<file path="src/rtl/bus_arbiter.sv">
// bus_arbiter: round-robin arbiter granting two requesters one outstanding transaction on a memory daisy-chain bus
//
// Ports:
//   clk, rst                 clock, asynchronous active-high reset
//   reqN_addr_i/data_i/rw_i  requester N transaction (rw 1 = write)
//   reqN_valid_i             requester N holds a transaction
//   reqN_ready_o             requester N accepted this cycle
//   reqN_data_o/done_o       response data and one-cycle completion pulse
//   addr_o/data_o/rw_o/valid_o  head of the daisy-chain bus
//   addr_i/data_i/rw_i/valid_i  tail of the daisy-chain bus
//   timeout_o                one-cycle pulse when a transaction is abandoned
module bus_arbiter #(
    parameter int TIMEOUT = 255
) (
    input  logic        clk,
    input  logic        rst,
    input  logic [15:0] req0_addr_i,
    input  logic [15:0] req0_data_i,
    input  logic        req0_rw_i,
    input  logic        req0_valid_i,
    output logic        req0_ready_o,
    output logic [15:0] req0_data_o,
    output logic        req0_done_o,
    input  logic [15:0] req1_addr_i,
    input  logic [15:0] req1_data_i,
    input  logic        req1_rw_i,
    input  logic        req1_valid_i,
    output logic        req1_ready_o,
    output logic [15:0] req1_data_o,
    output logic        req1_done_o,
    output logic [15:0] addr_o,
    output logic [15:0] data_o,
    output logic        rw_o,
    output logic        valid_o,
    input  logic [15:0] addr_i,
    input  logic [15:0] data_i,
    input  logic        rw_i,
    input  logic        valid_i,
    output logic        timeout_o
);
    localparam int CW = $clog2(TIMEOUT + 1);
    typedef enum logic [1:0] {IDLE, ISSUE, WAIT, DONE} state_t;
    state_t state_q, state_d;
    logic [15:0] addr_q, addr_d, data_q, data_d, rdata0_q, rdata0_d, rdata1_q, rdata1_d;
    logic rw_q, rw_d, id_q, id_d, last_q, last_d, to_q, to_d;
    logic [CW-1:0] cnt_q, cnt_d;
    logic gnt0, gnt1, match;
    logic [15:0] resp;
    // last_q holds the requester served most recently; a tie goes to the other one
    assign gnt0 = !rst && state_q == IDLE && req0_valid_i && (!req1_valid_i || last_q);
    assign gnt1 = !rst && state_q == IDLE && req1_valid_i && (!req0_valid_i || !last_q);
    assign match = valid_i && addr_i == addr_q && rw_i == rw_q;
    assign resp = match ? data_i : 16'h0000;
    always_comb begin
        state_d = state_q;
        addr_d = addr_q;
        data_d = data_q;
        rw_d = rw_q;
        id_d = id_q;
        last_d = last_q;
        to_d = to_q;
        cnt_d = cnt_q;
        rdata0_d = rdata0_q;
        rdata1_d = rdata1_q;
        case (state_q)
            IDLE: if (gnt0 || gnt1) begin
                id_d = gnt1;
                addr_d = gnt1 ? req1_addr_i : req0_addr_i;
                data_d = gnt1 ? req1_data_i : req0_data_i;
                rw_d = gnt1 ? req1_rw_i : req0_rw_i;
                to_d = 1'b0;
                state_d = ISSUE;
            end
            ISSUE: begin
                cnt_d = '0;
                state_d = WAIT;
            end
            WAIT: begin
                cnt_d = cnt_q + 1'b1;
                // a match wins over a timeout landing in the same cycle
                if (match || cnt_d == CW'(TIMEOUT)) begin
                    rdata0_d = id_q ? rdata0_q : resp;
                    rdata1_d = id_q ? resp : rdata1_q;
                    to_d = !match;
                    state_d = DONE;
                end
            end
            default: begin
                last_d = id_q;
                to_d = 1'b0;
                state_d = IDLE;
            end
        endcase
    end
    always_ff @(posedge clk or posedge rst) begin
        if (rst) begin
            state_q <= IDLE;
            addr_q <= '0;
            data_q <= '0;
            rw_q <= 1'b0;
            id_q <= 1'b0;
            last_q <= 1'b1;
            to_q <= 1'b0;
            cnt_q <= '0;
            rdata0_q <= '0;
            rdata1_q <= '0;
        end else begin
            state_q <= state_d;
            addr_q <= addr_d;
            data_q <= data_d;
            rw_q <= rw_d;
            id_q <= id_d;
            last_q <= last_d;
            to_q <= to_d;
            cnt_q <= cnt_d;
            rdata0_q <= rdata0_d;
            rdata1_q <= rdata1_d;
        end
    end
    assign req0_ready_o = gnt0;
    assign req1_ready_o = gnt1;
    assign req0_data_o = rdata0_q;
    assign req1_data_o = rdata1_q;
    assign req0_done_o = state_q == DONE && !id_q;
    assign req1_done_o = state_q == DONE && id_q;
    assign timeout_o = state_q == DONE && to_q;
    assign addr_o = addr_q;
    assign data_o = data_q;
    assign rw_o = rw_q;
    assign valid_o = state_q == ISSUE;
endmodule

</file>
<file path="config.mk">
export PLATFORM = sky130hd
export DESIGN_NAME = bus_arbiter
export DESIGN_NICKNAME = d
export VERILOG_FILES = /design/src/rtl/bus_arbiter.sv
export SDC_FILE = /design/constraint.sdc
export NUM_CORES = 1
export LEC_CHECK = 0
export BUFFER_PORTS_ARGS = -buffer_cell sky130_fd_sc_hd__buf_2
export CORE_UTILIZATION = 51
export DETAILED_ROUTE_END_ITERATION = 7
export HOLD_SLACK_MARGIN = 0.02
export PLACE_DENSITY_LB_ADDON = 0.15
export SLEW_MARGIN = 5
export SYNTH_ARGS = -nofsm -noshare
export SYNTH_HDL_FRONTEND = slang
export SYNTH_SLANG_ARGS = --single-unit
</file>
<file path="constraint.sdc">
create_clock -name clk -period 5.45 [get_ports clk]
set_input_delay 0.545 -clock clk [delete_from_list [all_inputs] [get_ports clk]]
set_output_delay 0.545 -clock clk [all_outputs]
set_load 0.01 [all_outputs]
</file>
==> results of run 1 <==
==> cell usage after synthesis (2+ instances only) <==
master / n
nand2_1: 85
dfrtp_1: 77
nor2_1: 37
a31oi_1: 34
a22o_1: 32
xor2_1: 16
inv_1: 11
clkbuf_1: 9
nor4_1: 8
o21ai_0: 8
ha_1: 6
a21oi_1: 5
buf_1: 5
buf_2: 5
nand3_1: 4
o31ai_1: 4
mux2i_1: 3
nand3b_1: 3
nor2b_1: 3
and2_1: 2
and3_1: 2
buf_6: 2
nand3_4: 2
nand4_1: 2
nor3_2: 2
o22ai_1: 2
==> cell type report <==
class,count,share of cell area (%)
clock inverters,7,1.305
inverters,12,0.9470
multi-input cells,279,34.60
flip-flops and latches,78,39.95
clock buffers,9,2.534
well taps,99,2.534
repair buffers,176,18.12
==> layer usage <==
| layer | global-route usage, % | routed length [µm] | vias to the layer above |
|---|---|---|---|
| met5 | 0 | 0 | - |
| met4 | 7.771 | 126 | 0 |
| met3 | 6.880 | 635 | 12 |
| met2 | 40.98 | 4817 | 126 |
| met1 | 33.25 | 4153 | 1648 |
| li1 | - | - | 1709 |
==> registers in the layout, indices dropped and copies added, names as in the netlist <==
name,cells
to_q,1
rw_o,1
state_q,2
last_q,1
id_q,1
data_o,16
req1_data_o,16
req0_data_o,16
addr_o,16
cnt_q,8
==> power by group <==
| group | total (µW) | internal, µW | switching [µW] |
|---|---|---|---|
| logic | 755 | 310 | 445 |
| registers | 848 | 725 | 123 |
| clock network | 419 | 177 | 243 |
| total | 2020 | 1210 | 811 |
==> through the flow <==
stage                     setup slack [ns]  std cells  area [µm²]  power [µW]  util [%]
after floorplan                      2.912        390        3789        1329         -
after global placement               2.763        644        4701        1594     65.16
after detailed placement             2.721        644        4701        1617     65.16
after CTS                            2.368        660        4888        2032     67.76
after global routing                 2.219        660        4888        2169     67.76
final                                2.401        660        4888        2023     67.76
==> worst max path at each step <==
stage / start / to / slack (ns) / cells after the start
global route: state_q[0] / req1_ready_o / 2.22 / 6
global placement: addr_i[0] / req1_data_o[5] / 2.76 / 7
finish: state_q[0] / req1_ready_o / 2.40 / 6
detailed placement: addr_i[4] / req0_data_o[1] / 2.72 / 7
CTS: state_q[0] / req1_ready_o / 2.37 / 6
floorplan: rst / addr_o[0] / 2.91 / 1
==> worst max-delay path: cells and delay by family (launching register included) <==
family,cells,cell delay (ns)
flip-flops,1,0.39
adder cells (fa/ha/maj),1,0.25
buffers and inverters,3,1.24
AND/OR/NAND/NOR,2,0.29
==> kinds of logic (layout without fill, tap and decap cells) <==
family	after synthesis	in the layout	share of synthesized area, %
AOI/OAI and AO/OA	94	94	18.26
buffers and inverters	33	204	3.831
xor gates and xnor gates	17	17	3.930
and+or+nand+nor	157	157	19.06
DFF	78	78	51.55
muxes	5	5	1.387
adders and majority gates	6	6	1.981
==> flow_summary.yaml, run 1 <==
clock_tree:
  numCtsBuffers: 9
  cts_buffer_depth: 2
  htreeDepth: 3
  clk_pin_slew_ns: 0.10
  clock_latency_ns: 0.35
  cts-resized-gates: 0
  cts.sinks: 78
  post_cts_buffers: 0
  cts_tree: "yes"
  cts-root-buf: "clkbuf_8"
  cts_hold_buf: 0
timing:
  fmax_mhz: 327.9
  period_share_pct: 55.95
  report.final.hold_viol_count: 0
  finalCriticalPeriod_ns: 3.049
  slew_viol_final: 0
  hold_ws_ns: 0.1925
  clock_skew_ns: 0.01144
  rsz0062_at_grt: "false"
  finalSetupViolCount: 0
  worstMarginPinSlew_ns: 1.092
  tns_ns: 0
  relSlewSlack_pct: 27.23
finish:
  nets: 666
  final_layout_size_suffix_gt1_share_pct: 36.36
  final_cell_mix: "buf_2, nand2_1, dfrtp_1"
  multi_input_area_um2: 1692
  regArea_um2: 1953
  nFillCells: 622
  area_delta_synth_final_pct: 29.03
  final_common_cell: "buf_2"
  n_antenna_cell: 0
die:
  io_pins: 175
  die_w_um: 88.19
  core_area_um2: 7214
  die_area_um2: 7777
  start_util_pct: 52.51
  row_count: 31
  die-height_um: 88.19
worst_setup_path:
  crit_path_top_delay_cell: "clkinv_1"
  end_kind: "output port"
  r2r-end: "state_q[1]"
  cpPeakStageDelay_ns: 0.73
  worstRegToRegCells: 7
  worstSetupStartpointType: "register"
  crit_path_cell_trace: "inv_1, ha_1, nor2b_1, nand3_1, clkinv_1, buf_2"
  path_max_fanout: 34
  rr_startpoint: "cnt_q[1]"
  cp.arrival_ns: 2.50
  cp.required_ns: 4.91
  crit_type: "reg2out"
  r2r_slack_ns: 2.78
place:
  portBuffers: 174
  dp_hpwl_um: 6981
  finalWeightedCongestion: 0.8539
logic_synthesis:
  synthArstFlopShare_pct: 100.0
  synth_warnings: 0
  syn_nets: 500
  syn_avg_cell_area_um2: 9.714
  ys_types: 47
  synth_top_flop_cell: "dfrtp_1"
  netlist.top_cell.by_area: "dfrtp_1"
  synth_edf_count: 0
  netlist_instances: 390
  synth_area_leaders: "dfrtp_1, nand2_1, a22o_1"
  ys_seq_area_share_pct: 51.55
  ys_ff_latch: 78
  syn_area_um2: 3789
  netlist.area_leader.share_pct: 50.86
grt:
  grt_overflow_total: 0
  grtUsageTotal_pct: 25.31
  grt_max_degree: 67
  grt_pass1_vias: 3228
  antenna_found_initial: 0
  grt_pass1_wl_um: 15100
route:
  drt_first_iter_violations: 186
  drt-wirelength-per-cell_um: 14.75
  drc: 0
  routed_wl_um: 9733
  post_drt_via_cell_ratio: 5.295
  dr_total_vias: 3495
  postRouteAntennaNets: 0
  dr.pass1.iters: 6
status:
  status: "finished, final reports clean"
power:
  p_leak_uw: 0.002460
  ir_drop_uv: 245.5
  power_density_nw_per_um2: 413.8
hold_path:
  hp-class: "in2async"
flow_run:
  drv_cap: 0
No activity file was read; power rests on OpenSTA's default activity.
==> run 2: changes to the inputs <==
- CORE_UTILIZATION: 51 -> 47
- clock period: 5.45 -> 2.93 ns (I/O delays scaled with it)
==> flow_summary.yaml, run 2 (synthesis results as in run 1) <==
clock_tree:
  clock_latency_ns: 0.35
  post_cts_buffers: 0
  cts_buffer_depth: 2
  cts.sinks: 78
  cts_tree: "yes"
  clk_pin_slew_ns: 0.10
  cts_hold_buf: 0
  htreeDepth: 3
  numCtsBuffers: 9
  cts-resized-gates: 0
  cts-root-buf: "clkbuf_8"
place:
  dp_hpwl_um: 7280
  dp_cells: 651
  finalWeightedCongestion: 0.8901
  portBuffers: 174
route:
  drt_first_iter_violations: 143
  dr.pass1.iters: 5
  dr_total_vias: 3528
  routed_wl_um: 9818
  drc: 0
  drt-wirelength-per-cell_um: 14.72
  postRouteAntennaNets: 0
  post_drt_via_cell_ratio: 5.289
power:
  p_leak_uw: 0.002485
  ir_drop_uv: 388.8
  power_density_nw_per_um2: 759.6
  pwr-share-comb_pct: 37.9
  internal_power_uw: 2256
  switching_share_pct: 39.79
  pwr-share-seq_pct: 41.9
  p_clk_share_pct: 20.2
  p_sw_uw: 1491
worst_setup_path:
  crit_path_cell_trace: "inv_1, ha_1, nor2b_1, nand3_1, clkinv_1, buf_2"
  cp.arrival_ns: 2.44
  worstSetupStartpointType: "register"
  startpoint: "state_q[1]"
  path_max_fanout: 30
  cp.required_ns: 2.64
  rr_startpoint: "cnt_q[1]"
  end_kind: "output port"
  cpPeakStageDelay_ns: 0.68
  crit_type: "reg2out"
  crit_path_top_delay_cell: "clkinv_1"
grt:
  grtUsageTotal_pct: 23.96
  grt_pass1_vias: 3412
  grt_pass1_wl_um: 16000
  antenna_found_initial: 0
  grt_overflow_total: 0
  grt_max_degree: 63
die:
  io_pins: 175
  die_w_um: 91.78
  die_area_um2: 8424
  core_area_um2: 7767
  row_count: 32
  start_util_pct: 48.78
  die-height_um: 91.78
timing:
  period_share_pct: 93.26
  finalCriticalPeriod_ns: 2.733
  slew_viol_final: 0
  clock_skew_ns: 0.01570
  tns_ns: 0
  relSlewSlack_pct: 42.41
  report.final.hold_viol_count: 0
  fmax_mhz: 366.0
  finalSetupViolCount: 0
  rsz0062_at_grt: "false"
  worstMarginPinSlew_ns: 0.8586
finish:
  nets: 670
  area_delta_synth_final_pct: 30.18
  fin_cells: 667
  n_antenna_cell: 0
  final_layout_size_suffix_gt1_share_pct: 36.81
  final_cell_mix: "buf_2, nand2_1, dfrtp_1"
  final_common_cell: "buf_2"
flow_run:
  drv_cap: 0
hold_path:
  hp-class: "in2async"
status:
  status: "finished, final reports clean"
==> run 2: cell types whose count changed in the layout (fill, tap and decap cells not counted), sizes merged <==
| cell | before | now |
|---|---|---|
| clkinv | 2 | 3 |
| buf | 176 | 180 |
| inv | 15 | 14 |
==> run 2: final timing paths <==
| kind | endpoint | slack (ns) | cells after the start |
|---|---|---|---|
| worst max-delay path | req1_ready_o | 0.20 | 6 |
| worst min-delay path | data_o[11] | 0.03 | 2 |
| worst max register to register | state_q[1] | 0.23 | 7 |
| worst min register to register | req1_data_o[4] | 0.51 | 1 |
| max in group asynchronous | last_q | 2.20 | 3 |
| min in group clk | req1_data_o[8] | 0.17 | 2 |
==> run 2: power by group through the flow <==
stage	Clock, µW	Combinational [µW]	Sequential, µW
6_report	758	1420	1570
5_1_grt	823	1600	1610
4_1_cts	785	1440	1570
3_5_place_dp	0	1430	1590
3_3_place_gp	0	1400	1570
2_1_floorplan	0	801	1670
==> run 2: area by class of cell <==
class / instances / area [µm²]
Timing Repair Buffer: 180 / 928.4
Multi-Input combinational cell: 279 / 1692
Sequential cell: 78 / 1953
Tap cell: 102 / 127.6
Clock buffer: 9 / 123.9
Fill cell: 673 / 2835
Inverter: 12 / 46.29
Clock inverter: 7 / 61.31
==> run 2: routing by layer <==
metal / wire, µm / part of all wire (%) / GRT usage, %
met4: 191 / 1.9 / 8.333
met1: 4147 / 42 / 30.30
met3: 682 / 6.9 / 5.141
met5: 0 / 0 / 0
met2: 4797 / 49 / 40.73
==> run 2: worst max-delay path: cells and delay by family, from the launching register on <==
kind,cells,cell delay (ns)
adder cells (fa/ha/maj),1,0.22
buffers and inverters,3,1.16
flip-flops,1,0.41
AND/OR/NAND/NOR,2,0.31
==> run 2: stage by stage <==
step | cell area (µm²) | setup WS, ns | utilization (%) | power, µW | hold WS [ns]
CTS | 4932 | 0.1653 | 63.50 | 3789 | 0.03257
finish | 4932 | 0.1975 | 63.50 | 3747 | 0.02991
global route | 4932 | 0.01168 | 63.50 | 4031 | 0.06335
detailed placement | 4747 | 0.2537 | 61.11 | 3020 | 0.4178
floorplan | 3789 | 0.5073 | - | 2471 | 0.4255
global placement | 4747 | 0.4136 | 61.11 | 2969 | 0.4090
